File: config.mk
export PLATFORM = sky130hd
export DESIGN_NAME = con_resp_framer
export DESIGN_NICKNAME = d
export VERILOG_FILES = /design/src/rtl/con_resp_framer.sv
export SDC_FILE = /design/constraint.sdc
export NUM_CORES = 1
export LEC_CHECK = 0
export ABC_CLOCK_PERIOD_IN_PS = 6400
export CELL_PAD_IN_SITES_DETAIL_PLACEMENT = 1
export CELL_PAD_IN_SITES_GLOBAL_PLACEMENT = 1
export CORE_MARGIN = 3
export CORE_UTILIZATION = 40
export CTS_BUF_LIST = sky130_fd_sc_hd__clkbuf_8
export DETAILED_ROUTE_END_ITERATION = 16
export DONT_BUFFER_PORTS = 1
export GPL_TIMING_DRIVEN = 0
export PLACE_DENSITY = 0.65
export REMOVE_ABC_BUFFERS = 1
export SYNTH_ARGS = -nofsm -noshare
export SYNTH_HDL_FRONTEND = slang
export SYNTH_SLANG_ARGS = --single-unit
File: constraint.sdc
create_clock -name clk -period 6.4 [get_ports clk]
set_input_delay 1.28 -clock clk [delete_from_list [all_inputs] [get_ports clk]]
set_output_delay 1.28 -clock clk [all_outputs]
set_load 0.02 [all_outputs]
File: src/rtl/con_resp_framer.sv
// Reconfig response framer: buffers one con_din burst, appends a mod-256 sum,
// and streams packet + checksum to the UART TX over valid/ready.
module con_resp_framer #(
    parameter int MAX_LEN = 32,
    parameter int AW      = 5
) (
    input  logic       clk,
    input  logic       rst_n,
    input  logic [7:0] con_din,
    input  logic       con_din_en,
    output logic [7:0] tx_data,
    output logic       tx_valid,
    input  logic       tx_ready,
    output logic       tx_last,
    output logic       busy,
    output logic [7:0] pkt_cnt,
    output logic [7:0] drop_cnt
);

    localparam logic [1:0] IDLE = 2'd0;
    localparam logic [1:0] RECV = 2'd1;
    localparam logic [1:0] SEND = 2'd2;
    localparam logic [1:0] CSUM = 2'd3;

    localparam logic [AW:0] MAXC = (AW+1)'(MAX_LEN);
    localparam logic [AW:0] ONE  = (AW+1)'(1);

    logic [1:0]    state;
    logic [AW:0]   wr_cnt;
    logic [AW-1:0] rd_ptr;
    logic [7:0]    csum;
    logic          ovf;
    logic          ign;
    logic [7:0]    mem [0:(1<<AW)-1];

    logic          accept;
    logic          tx_phase;
    logic          ign_hit;
    logic          ovf_end;
    logic          drop_inc;
    logic          we;
    logic [AW-1:0] waddr;
    logic [AW:0]   rd_nxt;

    assign busy     = (state != IDLE);
    assign accept   = tx_valid && tx_ready;
    assign tx_phase = (state == SEND) || (state == CSUM);
    // A burst seen while transmitting is swallowed whole, counted once.
    assign ign_hit  = tx_phase && con_din_en && !ign;
    assign ovf_end  = (state == RECV) && !con_din_en && ovf;
    assign drop_inc = ign_hit || ovf_end;
    assign rd_nxt   = {1'b0, rd_ptr} + ONE;

    assign we = ((state == IDLE) && con_din_en && !ign) ||
                ((state == RECV) && con_din_en && (wr_cnt < MAXC));
    assign waddr = (state == IDLE) ? '0 : wr_cnt[AW-1:0];

    always_ff @(posedge clk) begin
        if (we) mem[waddr] <= con_din;
    end

    always_ff @(posedge clk or negedge rst_n) begin
        if (!rst_n) begin
            state    <= IDLE;
            tx_data  <= 8'd0;
            tx_valid <= 1'b0;
            tx_last  <= 1'b0;
            pkt_cnt  <= 8'd0;
            drop_cnt <= 8'd0;
            wr_cnt   <= '0;
            rd_ptr   <= '0;
            csum     <= 8'd0;
            ovf      <= 1'b0;
            ign      <= 1'b0;
        end else begin
            if (!con_din_en) ign <= 1'b0;
            else if (ign_hit) ign <= 1'b1;
            if (drop_inc && drop_cnt != 8'hFF) drop_cnt <= drop_cnt + 8'd1;
            case (state)
                IDLE: begin
                    if (con_din_en && !ign) begin
                        wr_cnt <= ONE;
                        csum   <= con_din;
                        ovf    <= 1'b0;
                        state  <= RECV;
                    end
                end
                RECV: begin
                    if (con_din_en) begin
                        if (wr_cnt < MAXC) begin
                            wr_cnt <= wr_cnt + ONE;
                            csum   <= csum + con_din;
                        end else begin
                            ovf <= 1'b1;
                        end
                    end else if (ovf) begin
                        ovf   <= 1'b0;
                        state <= IDLE;
                    end else begin
                        rd_ptr   <= '0;
                        tx_data  <= mem['0];
                        tx_valid <= 1'b1;
                        tx_last  <= 1'b0;
                        state    <= SEND;
                    end
                end
                SEND: begin
                    if (accept) begin
                        if (rd_nxt == wr_cnt) begin
                            tx_data <= csum;
                            tx_last <= 1'b1;
                            state   <= CSUM;
                        end else begin
                            rd_ptr  <= rd_nxt[AW-1:0];
                            tx_data <= mem[rd_nxt[AW-1:0]];
                        end
                    end
                end
                CSUM: begin
                    if (accept) begin
                        tx_valid <= 1'b0;
                        tx_last  <= 1'b0;
                        pkt_cnt  <= pkt_cnt + 8'd1;
                        state    <= IDLE;
                    end
                end
                default: state <= IDLE;
            endcase
        end
    end

endmodule
# Word-level counts from Yosys, hierarchy flattened
# Memory sizes are Yosys's and may differ from the RTL's.
# Index checks and enable logic that the tools add are counted.
# Widths: inputs -> output; s select.
# classes
addsub,5
n_mul,0
n_div,0
order_cmp,1
n_eq_ne,16
shifts,0
n_mux,43
n_bitwise,0
n_reduce_logical,30
# ops
op,n
$mux 8,7
$pmux 8 s2,2
$mux 5,5
$mux 6,3
$add 8x1->8 const B,2
$mux 1,14
$mux 2,6
$ne 2x2->1 const B,6
$pmux 6 s2,1
$reduce_and 4->1,3
$logic_and 1x1->1,11
$pmux 5 s2,1
$reduce_and 5->1,2
$add 8x8->8,1
$ne 2x1->1 const B,4
$ne 8x8->1 const B,1
$pmux 2 s4,1
$reduce_bool 2->1,4
$add 5x1->6 const B,1
$add 6x1->6 const B,1
$eq 6x6->1,1
$lt 6x6->1 const B,1
$reduce_and 6->1,1
$eq 2x2->1 const B,2
10 further kinds,14
# totals
reg_bits,49
latch_bits,0
ram_bits,256
romBits,0
input_bits,12
output_inout_bits,27
elab_cells,107
memories,1
# mem_list
memory,words,width,read_ports,rd_clocked_by_memory_dff,wr,line,source
mem,32,8,2,0,1,34,logic [7:0] mem [0:(1<<AW)-1];

# Depth between registers and ports, before layout
# Gate-level depths: netlist of the first run.
# depth
word_depth,6
depth_mapped,10
mapped_depth_nobuf,10

# Worst setup path after synthesis of the first run
# OpenSTA, ideal clock, no wires.
# synth_path
path_type,input port to flip-flop
from,in con_din_en
to,"mem mem[0][0], enable pin"
setup_ns,0.370
arrival_ns,2.607
setup_slack_ns,3.423
cell_stages,5
n_path_buf,1
path_cell_list,buf_2 > o21ai_0 > nor3b_2 > o21ai_1 > nor2_1
# synth_via
elab_chain_cells,5
word_cells_on_any_way,7
# synth_lines
element,line,source
"start, declared",10,"input logic con_din_en,"
"$logic_and 1x1->1, on equally long branches (2 in series)","54, 55",
$logic_or 1x1->1 (*),54,assign we = ((state == IDLE) && con_din_en && !ign) ||
$mux 1 (*),59,if (we) mem[waddr] <= con_din;
$mux 1 (implied by the code) (*),59,
"end, declared",34,
# Mark *: on every way between the ends. The rest lies on a longest branch, timed or not.

==> results of run 1 <==
## per-layer routing
metal  up-vias  global-route usage  wire length, um  part of all wire
met5         -                   0                0                 0
met3        54              0.0424             2040             0.067
met4         0              0.0498              653             0.021
met1      3698               0.241            12800              0.42
met2       209               0.300            15000              0.49
li1       3151                   -                -                 -
## state kept, by name, indices dropped and copies added (netlist names), 5 cells and up, named ones only
register / flops
mem: 256
csum: 8
drop_cnt: 8
pkt_cnt: 8
tx_data: 8
wr_cnt: 6
rd_ptr: 5
## worst min path at each step
stage | startpoint | endpoint | depth (start not counted)
after detailed placement | ign$_DFFE_PN0P_ | ign$_DFFE_PN0P_ | 1
after global placement | ign$_DFFE_PN0P_ | ign$_DFFE_PN0P_ | 1
final | rst_n | tx_data[0]$_DFFE_PN0P_ | 0
after floorplan | ign$_DFFE_PN0P_ | ign$_DFFE_PN0P_ | 1
after global routing | rst_n | csum[5]$_DFFE_PN0P_ | 0
after CTS | rst_n | csum[5]$_DFFE_PN0P_ | 0
## stage by stage
step / cell area, um2 / std cells / setup WS (ns) / setup TNS [ns] / total power (W)
4_1_cts: 14200 / 1259 / 2.73 / 0 / 0.00585
3_3_place_gp: 13200 / 1163 / -1.67 / -21.40 / 0.00426
5_1_grt: 14200 / 1259 / 2.69 / 0 / 0.00610
6_report: 14200 / 1259 / 2.93 / 0 / 0.00578
3_5_place_dp: 13300 / 1166 / 2.58 / 0 / 0.00426
2_1_floorplan: 12700 / 761 / 0.820 / 0 / 0.00378
## cells in the mapped netlist, types with 2 or more instances
cell      instances
nand2b_1          4
dfrtp_1          49
a221oi_1          8
o21ai_1          10
o31ai_1           2
buf_1             2
nor2_1           64
nor3b_1           3
nor2_2            2
edfxtp_1        256
nor3_1            7
o22a_1            9
inv_1            10
mux4_2           64
nand4_1          18
nand2_1          80
a31oi_1          10
ha_1             11
a21o_1            3
xnor2_1          19
nand3b_1          7
and4_1            2
or3b_2            2
buf_2            14
xor2_1           10
buf_6             3
o21bai_1          3
o21ai_0          20
buf_4             3
nand3_1          31
and3_1           12
a21oi_1          13
or3_1             2
o21a_1            2
mux2_2            2
nor3b_2           2
mux2i_1           6
nor2b_1           4
clkbuf_1         14
## power breakdown
part           internal, W  switching, W  total [W]
combinational     0.000748      0.000848    0.00160
sequential         0.00229      0.000323    0.00261
clock             0.000795      0.000777    0.00157
total              0.00383       0.00195    0.00578
## final cells by class
class / instances / area (um2) / area share
tap: 402 / 503 / 0.0354
clock inverter: 38 / 170 / 0.0120
sequential: 305 / 8920 / 0.628
clock buffer: 55 / 757 / 0.0533
timing repair buffer: 3 / 70.1 / 0.00493
multi-input combinational: 446 / 3750 / 0.264
inverter: 10 / 37.5 / 0.00264
## cell families (layout without fill, tap and decap cells)
family | Yosys count | count (layout) | share of synthesized area
buffers and inverters | 47 | 106 | 0.0181
and+or+nand+nor | 245 | 245 | 0.0918
adders and majority gates | 12 | 12 | 0.0123
DFF | 305 | 305 | 0.693
muxes | 72 | 72 | 0.118
AOI/OAI and AO/OA | 87 | 87 | 0.0453
xor gates and xnor gates | 30 | 30 | 0.0210
==> impl_results.md, run 1 <==
* RePlAce Congestion at ~0.84
* Port-buffer cells at 0
* CTS Sinks at approximately 310
* Chip Width at 185 um
* CTS buffer count at 52
* Worst setup path end: mem[15][0]$_DFFE_PP_
* Post-route ant nets at 0
* Yosys warning count at 0
* Clk buf depth at 3
* Buf+Inv Stages, Crit Path at 0
* Mapped Area at ~0.013 mm2
* Initial antenna violation count at 0
* DR pass1 iterations at 5
* Ordered list of cells on the worst path: nand2b_1 -> nor3b_2 -> nand3_1 -> nor2_1
* Critical-path maximum fanout at 21
* DP HPWL at 19.4 mm
* Die Ht at approximately 190 um
* CTS tree: done
* RSZ-0062 raised after global routing: no
* Fin nets at ~840
* Vias/cell at 5.65
* Most frequent cells in the layout: edfxtp_1 (256), nand2_1 (80), nor2_1 (64), mux4_2 (64), clkbuf_8 (55)
* Max frequency at 0.288 GHz
* Area added between synthesis and finish at 10.5%
* Final Hold Slack at 0.389 ns
* Largest net degree at the start of global routing at 50
* Number of remaining DRC errors at 0
* IO Pins at 39
* Fin crit period at 3.47 ns
* Slowest-stage cell, CP: nor2_1
* Worst EP arrival at 3.66 ns
* Critical path capture point type: register
* Slew HR at 0.231
* DRT iter0 DRCs at 559
* Wire per inst at between 20 and 25 um
* CTS H-tree lvls at 2
* Avg Synthesized Cell Area at 16.1 um2
* Post-Route Skew at 0.0389 ns
* Cell count after synthesis at 798
* Seq/Total Area, Yosys at 0.693
* Fraction of layout cells with a size suffix above 1 at 0.175
* Reg2reg path depth at 4
* PwrDens at 407 mW/mm2
* Post-CTS Repair Setup Buffers at 0
* Hold buffer count at CTS at 0
* Worst Tran Pin Value at ~1.1 ns
* Hold Crit Class: in -> async
* Maximum Capacitance Violations at 0
* Resize count post-CTS at 0
* Setup-failing EPs final at 0
* Final Cycle Share at 0.542
* Later-pin clock latency in the skew report at 0.59 ns
* Max-slew violations at 0
* Commonest non-fill, non-tap cell in the layout: edfxtp_1
* Netlist cell types at 54
* Vias in the first global route at 7772
* Crit Reg-Reg Endpoint: mem[15][0]$_DFFE_PP_
* VDD IR max at between 0.15 and 0.2 mV
* Main synth FF type: edfxtp_1
* CP peak stage delay at 0.83 ns
* Status: completed
* Critical path launch point type: register
* Vias at 7112
* Lkg Pwr at 4.77 nW
* Crit-path leading delay family: simple AND/OR/NAND/NOR gates
* Core ar. at 0.0316 mm2
* Drt total wl at 30.5 mm
* R2R setup slack at 2.93 ns
* Global-route wire length before repair at 46.7 mm
* Post-synth top area share at 0.598
* Clk slew on worst S/H paths at 0.06 ns
* Remaining global-route overflow at 0
* Final core occ at 0.449
* Fill cells at 3084
* Synth Register Bits at between 300 and 400
* # diodes at 0
* Levels on crit path at 4
* Critical path data required time at 6.59 ns
* # rows at 65
* Final Hold Viols at 0
* Starting Density at 0.407
* Async S/R FF share, synth at 0.161
* CTS Root Buffer Type: clkbuf_8
* Total Die Area at 0.0343 mm2
* Number of flops mapped to enable cells by yosys at 256
* Area leader, netlist: edfxtp_1
* Aggregate global-route resource usage at 0.181
* Kind of critical path: reg -> reg
* Dominant cells by area after synthesis: edfxtp_1 (60%), mux4_2 (11%), dfrtp_1 (9.5%), nand2_1 (2.3%), nor2_1 (1.9%)
No activity file was read; power rests on OpenSTA's default activity.
==> run 2, diff against run 1 <==
--- a/config.mk
+++ b/config.mk
@@ -5,7 +5,7 @@
 export SDC_FILE = /design/constraint.sdc
 export NUM_CORES = 1
 export LEC_CHECK = 0
-export ABC_CLOCK_PERIOD_IN_PS = 6400
+export ABC_CLOCK_PERIOD_IN_PS = 3100
 export CELL_PAD_IN_SITES_DETAIL_PLACEMENT = 1
 export CELL_PAD_IN_SITES_GLOBAL_PLACEMENT = 1
 export CORE_MARGIN = 3
@@ -14,7 +14,7 @@
 export DETAILED_ROUTE_END_ITERATION = 16
 export DONT_BUFFER_PORTS = 1
 export GPL_TIMING_DRIVEN = 0
-export PLACE_DENSITY = 0.65
+export PLACE_DENSITY = 0.68
 export REMOVE_ABC_BUFFERS = 1
 export SYNTH_ARGS = -nofsm -noshare
 export SYNTH_HDL_FRONTEND = slang
==> constraint.sdc (replaced) <==
create_clock -name clk -period 3.1 [get_ports clk]
set_input_delay 0.62 -clock clk [delete_from_list [all_inputs] [get_ports clk]]
set_output_delay 0.62 -clock clk [all_outputs]
set_load 0.02 [all_outputs]
==> impl_results.md, run 2 (synthesis results as in run 1) <==
* Port-buffer cells at 0
* IO Pins at 39
* Max reg flops at 256
* RePlAce Congestion at 0.834
* PwrDens at 833 mW/mm2
* Overall power at 0.0120 W
* Initial antenna violation count at 0
* Kind of critical path: reg -> reg
* Worst EP arrival at 3.12 ns
* DP HPWL at 19.0 mm
* Final Cycle Share at 0.938
* Die Ht at 185 um
* PnR worst setup slack at about 0.19 ns
* Final TNS setup at 0 ns
* Setup-failing EPs final at 0
* DRT iter0 DRCs at 574
* Post-route ant nets at 0
* Slew HR at 0.137
* Reg with most FFs: mem
* Wire per inst at 23.8 um
* Met3 wire length at 2.05 mm
* Vias/cell at 5.64
* Clk slew on worst S/H paths at about 0.06 ns
* Global-route wire length before repair at ~47 mm
* Fraction of layout cells with a size suffix above 1 at 0.219
* Hold_sp: con_din[2]
* DR pass1 iterations at 5
* Vias at approximately 7100
* Worst Tran Pin Value at approximately 1.3 ns
* Final Hold Viols at 0
* Lkg Pwr at slightly below 5 nW
* Crit-path leading delay family: simple AND/OR/NAND/NOR gates
* Largest net degree at the start of global routing at just over 60
* Starting Density at 0.407
* Remaining global-route overflow at 0
* Most frequent cells in the layout: edfxtp_1 (256), nand2_1 (80), mux4_2 (64)
* # rows at between 60 and 70
* Top layer in use: met4
* CTS buffer count at 51
* Fin nets at 850
* Hold Crit Class: in -> reg
* Maximum Capacitance Violations at 0
* Area added between synthesis and finish at 12.5%
* CP peak stage delay at ~0.55 ns
* Later-pin clock latency in the skew report at 0.58 ns
* Buf+Inv Stages, Crit Path at 0
* Number of remaining DRC errors at 0
* Critical path data required time at 3.31 ns
* Drt total wl at 30.2 mm
* Critical-path maximum fanout at 21
* Max frequency at 0.344 GHz
* Post-Route Skew at 0.0235 ns
* Ordered list of cells on the worst path: nand2b_2 -> nor3b_2 -> nand3_2 -> nor2_2
* DP Worst Slack at -0.443 ns
* CTS Root Buffer Type: clkbuf_8
* Core ar. at 0.0316 mm2
* M1 WL at 13.2 mm
* Slowest-stage cell, CP: nor2_2
* Max-slew violations at 0
* CTS tree: done
* Met2 WL at between 10 and 15 mm
* VDD IR max at 0.502 mV
* Final core occ at 0.457
* Chip Width at ~190 um
* Total Die Area at 0.0343 mm2
* Aggregate global-route resource usage at 0.179
* # diodes at 0
* Vias in the first global route at about 7600
* RSZ-0062 raised after global routing: no
* Commonest non-fill, non-tap cell in the layout: edfxtp_1
* Critical path capture point type: register
* Critical path launch point type: register
* CTS H-tree lvls at 2
* Fin crit period at 2.91 ns
* CTS Sinks at 305
* Clk buf depth at 3
* Status: completed
* Final Hold Slack at 0.138 ns
run 2: worst register-to-register path: stages, from the launching register on:
cell and delay, ns:
dfrtp_1 0.54, nand2b_2 0.48, nor3b_2 0.52, nand3_2 0.46, nor2_2 0.55
run 2: cell type report:
cell class | count | area (um2)
clock inverter | 36 | 185
inverter | 10 | 37.5
sequential | 305 | 8920
fill | 3043 | 17200
timing repair buffer | 11 | 165
clock buffer | 54 | 743
tap | 402 | 503
multi-input combinational | 447 | 3910
run 2: timing repair:
item	in CTS	in global routing
gates cloned	1	0
pin swaps	2	1
endpoints found under the setup margin	202	188
hold endpoints to repair	49	0
hold buffers	2	0
buffers inserted	3	3
gates resized for setup	33	13
run 2: worst paths after layout:
kind | slack (ns) | cells past startpoint | endpoint
setup / recovery | 0.19 | 4 | mem[27][7]$_DFFE_PP_
hold / removal | 0.14 | 0 | mem[21][2]$_DFFE_PP_
setup reg to reg | 0.19 | 4 | mem[27][7]$_DFFE_PP_
hold reg to reg | 0.48 | 1 | ign$_DFFE_PN0P_
max in group asynchronous | 2.30 | 2 | drop_cnt[1]$_DFFE_PN0P_
min in group asynchronous | 0.56 | 2 | rd_ptr[1]$_DFFE_PN0P_
run 2: per-layer routing:
metal / GRT usage / up-vias
li1: - / 3177
met1: 0.253 / 3697
met2: 0.275 / 207
met3: 0.0403 / 57
met4: 0.0660 / 0
met5: 0 / -
run 2: power by group:
group | switching, W | total [W] | leakage [nW] | internal, W
clock network | 0.00158 | 0.00327 | 0.561 | 0.00169
registers | 0.000641 | 0.00537 | 2.93 | 0.00473
logic | 0.00183 | 0.00340 | 1.35 | 0.00158
total | 0.00405 | 0.0120 | 4.84 | 0.00799
run 2: metrics by stage:
step,instance area (um2),cells
finish,14500,1265
global route,14500,1265
CTS,14400,1262
detailed placement,13300,1166
global placement,13200,1163
floorplan,12700,761
==> run 3, diff against run 2 <==
--- a/config.mk
+++ b/config.mk
@@ -11,6 +11,7 @@
 export CORE_MARGIN = 3
 export CORE_UTILIZATION = 40
 export CTS_BUF_LIST = sky130_fd_sc_hd__clkbuf_8
+export CTS_CLUSTER_DIAMETER = 60
 export DETAILED_ROUTE_END_ITERATION = 16
 export DONT_BUFFER_PORTS = 1
 export GPL_TIMING_DRIVEN = 0
==> impl_results.md, run 3 (synthesis results as in run 1) <==
* Hold Crit Class: in -> reg
* Remaining global-route overflow at 0
* Net Sw Frac at 0.334
* Flop pwr share at 0.442
* Wire per inst at 23.7 um
* Post-Route Skew at 0.0216 ns
* CTS Root Buffer Type: clkbuf_8
* Critical-path maximum fanout at 21
* RePlAce Congestion at 0.834
* Worst EP arrival at 3.16 ns
* Dpl cells at 1166
* Lkg Pwr at roughly 5 nW
* Starting Density at 0.407
* Ordered list of cells on the worst path: nand2b_2 -> nor3b_2 -> nand3_2 -> nor2_2
* Final Cycle Share at 0.952
* CTS H-tree lvls at 2
* Fin nets at 851
* Core ar. at 0.0316 mm2
* Global-route wire length before repair at approximately 47 mm
* RSZ-0062 raised after global routing: no
* Final TNS setup at 0 ns
* Critical path launch point type: register
* Fin crit period at about 3.0 ns
* Commonest non-fill, non-tap cell in the layout: edfxtp_1
* Aggregate global-route resource usage at 0.180
* PwrDens at approximately 840 mW/mm2
* Critical path capture point type: register
* Crit-path leading delay family: simple AND/OR/NAND/NOR gates
* IO Pins at 39
* DR pass1 iterations at 4
* Clock power share at 0.279
* Slowest-stage cell, CP: dfrtp_1
* Area of the multi-input gates at 0.00390 mm2
* Final Instance Area at 0.0145 mm2
* GRT met2 Usage at 0.274
* # diodes at 0
* CTS buffer count at 52
* Maximum Capacitance Violations at 0
* Switch Pwr at 0.00406 W
* Chip Width at about 190 um
* DRT iter0 DRCs at 553
* Fill cells at a little over 3000
* Post-route ant nets at 0
* GR Util met3 at 0.0410
* Vias at 7121
* Area added between synthesis and finish at 12.7%
* CP peak stage delay at 0.55 ns
* Initial antenna violation count at 0
* Pint at 0.00811 W
* Later-pin clock latency in the skew report at about 0.57 ns
* Die Ht at about 190 um
* Port-buffer cells at 0
* Most frequent cells in the layout: edfxtp_1 (256), nand2_1 (80), mux4_2 (64)
* VDD IR max at 0.501 mV
* Critical path data required time at 3.31 ns
* Non-filler cells, final at roughly 1300
* Setup-failing EPs final at 0
* Total Die Area at 0.0343 mm2
* Vias in the first global route at 7646
* Met1 Usage GRT at 0.254
* Largest net degree at the start of global routing at 61
* Worst Tran Pin Value at 1.25 ns
* Buf+Inv Stages, Crit Path at 0
* Drt total wl at ~30 mm
* Clk slew on worst S/H paths at 0.06 ns
* Slew HR at 0.155
* Area after DPL at 0.0133 mm2
* Clk buf depth at 3
* CTS Sinks at 305
* Sequential Area at roughly 0.009 mm2
* Status: completed
* Number of remaining DRC errors at 0
* Max-slew violations at 0
* Final Hold Viols at 0
* Fraction of layout cells with a size suffix above 1 at 0.217
* Reg with most FFs: mem
* Max frequency at 0.339 GHz
* Combinational Power Share at 0.279
* DP HPWL at between 15 and 20 mm
* Kind of critical path: reg -> reg
* GR peak layer: met2
* Final Hold Slack at 0.145 ns
* CTS tree: done
* Max reg flops at about 260
* Vias/cell at between 5 and 6
* # rows at 65
==> run 3: stage by stage <==
stage / total power [W] / worst slack, ns / util
finish: 0.0122 / 0.150 / 0.458
global route: 0.0128 / 0.00460 / 0.458
CTS: 0.0123 / -0.141 / 0.457
detailed placement: 0.00879 / -0.443 / 0.420
global placement: 0.00856 / -5.11 / 0.416
floorplan: 0.00781 / -2.48 / -
==> run 3: path summary, 6_finish.rpt <==
path | startpoint | endpoint | slack, ns | cells past startpoint
max in group asynchronous | rst_n | rd_ptr[0]$_DFFE_PN0P_ | 2.27 | 2
min in group asynchronous | rst_n | tx_data[6]$_DFFE_PN0P_ | 0.59 | 2
min | con_din[2] | mem[21][2]$_DFFE_PP_ | 0.14 | 0
min reg2reg | ign$_DFFE_PN0P_ | ign$_DFFE_PN0P_ | 0.48 | 1
max | register | mem[27][7]$_DFFE_PP_ | 0.15 | 4
max reg2reg | register | mem[27][7]$_DFFE_PP_ | 0.15 | 4
==> run 3: metal layers <==
layer  part of all wire  up-vias
li1                   -     3183
met1               0.45     3676
met2               0.46      201
met3              0.059       61
met4              0.035        0
met5                  0        -
==> run 3: power groups by stage <==
stage,combinational [W],sequential (W),clock [W]
5_1_grt,0.00372,0.00544,0.00368
2_1_floorplan,0.00247,0.00534,0
3_5_place_dp,0.00333,0.00545,0
4_1_cts,0.00342,0.00538,0.00349
6_report,0.00340,0.00537,0.00340
3_3_place_gp,0.00301,0.00555,0
==> run 3: cell type report <==
type                            instances  share of cell area
Clock buffer                           55              0.0522
Sequential cell                       305               0.615
Clock inverter                         37              0.0150
Tap cell                              402              0.0347
Timing Repair Buffer                   11              0.0114
Inverter                               10             0.00259
Multi-Input combinational cell        447               0.269
==> run 3: timing repair <==
item / CTS / global route
pin swaps: 2 / 1
buffers inserted: 3 / 3
hold endpoints to repair: 49 / 0
endpoints found under the setup margin: 202 / 188
cloned: 1 / 0
resized for setup: 33 / 9
hold buffers: 2 / 0
==> run 3: worst reg2reg max path: cells and delay by family (launching register included) <==
family / cells / cell delay, ns
and+or+nand+nor: 4 / 2.05
DFF: 1 / 0.55
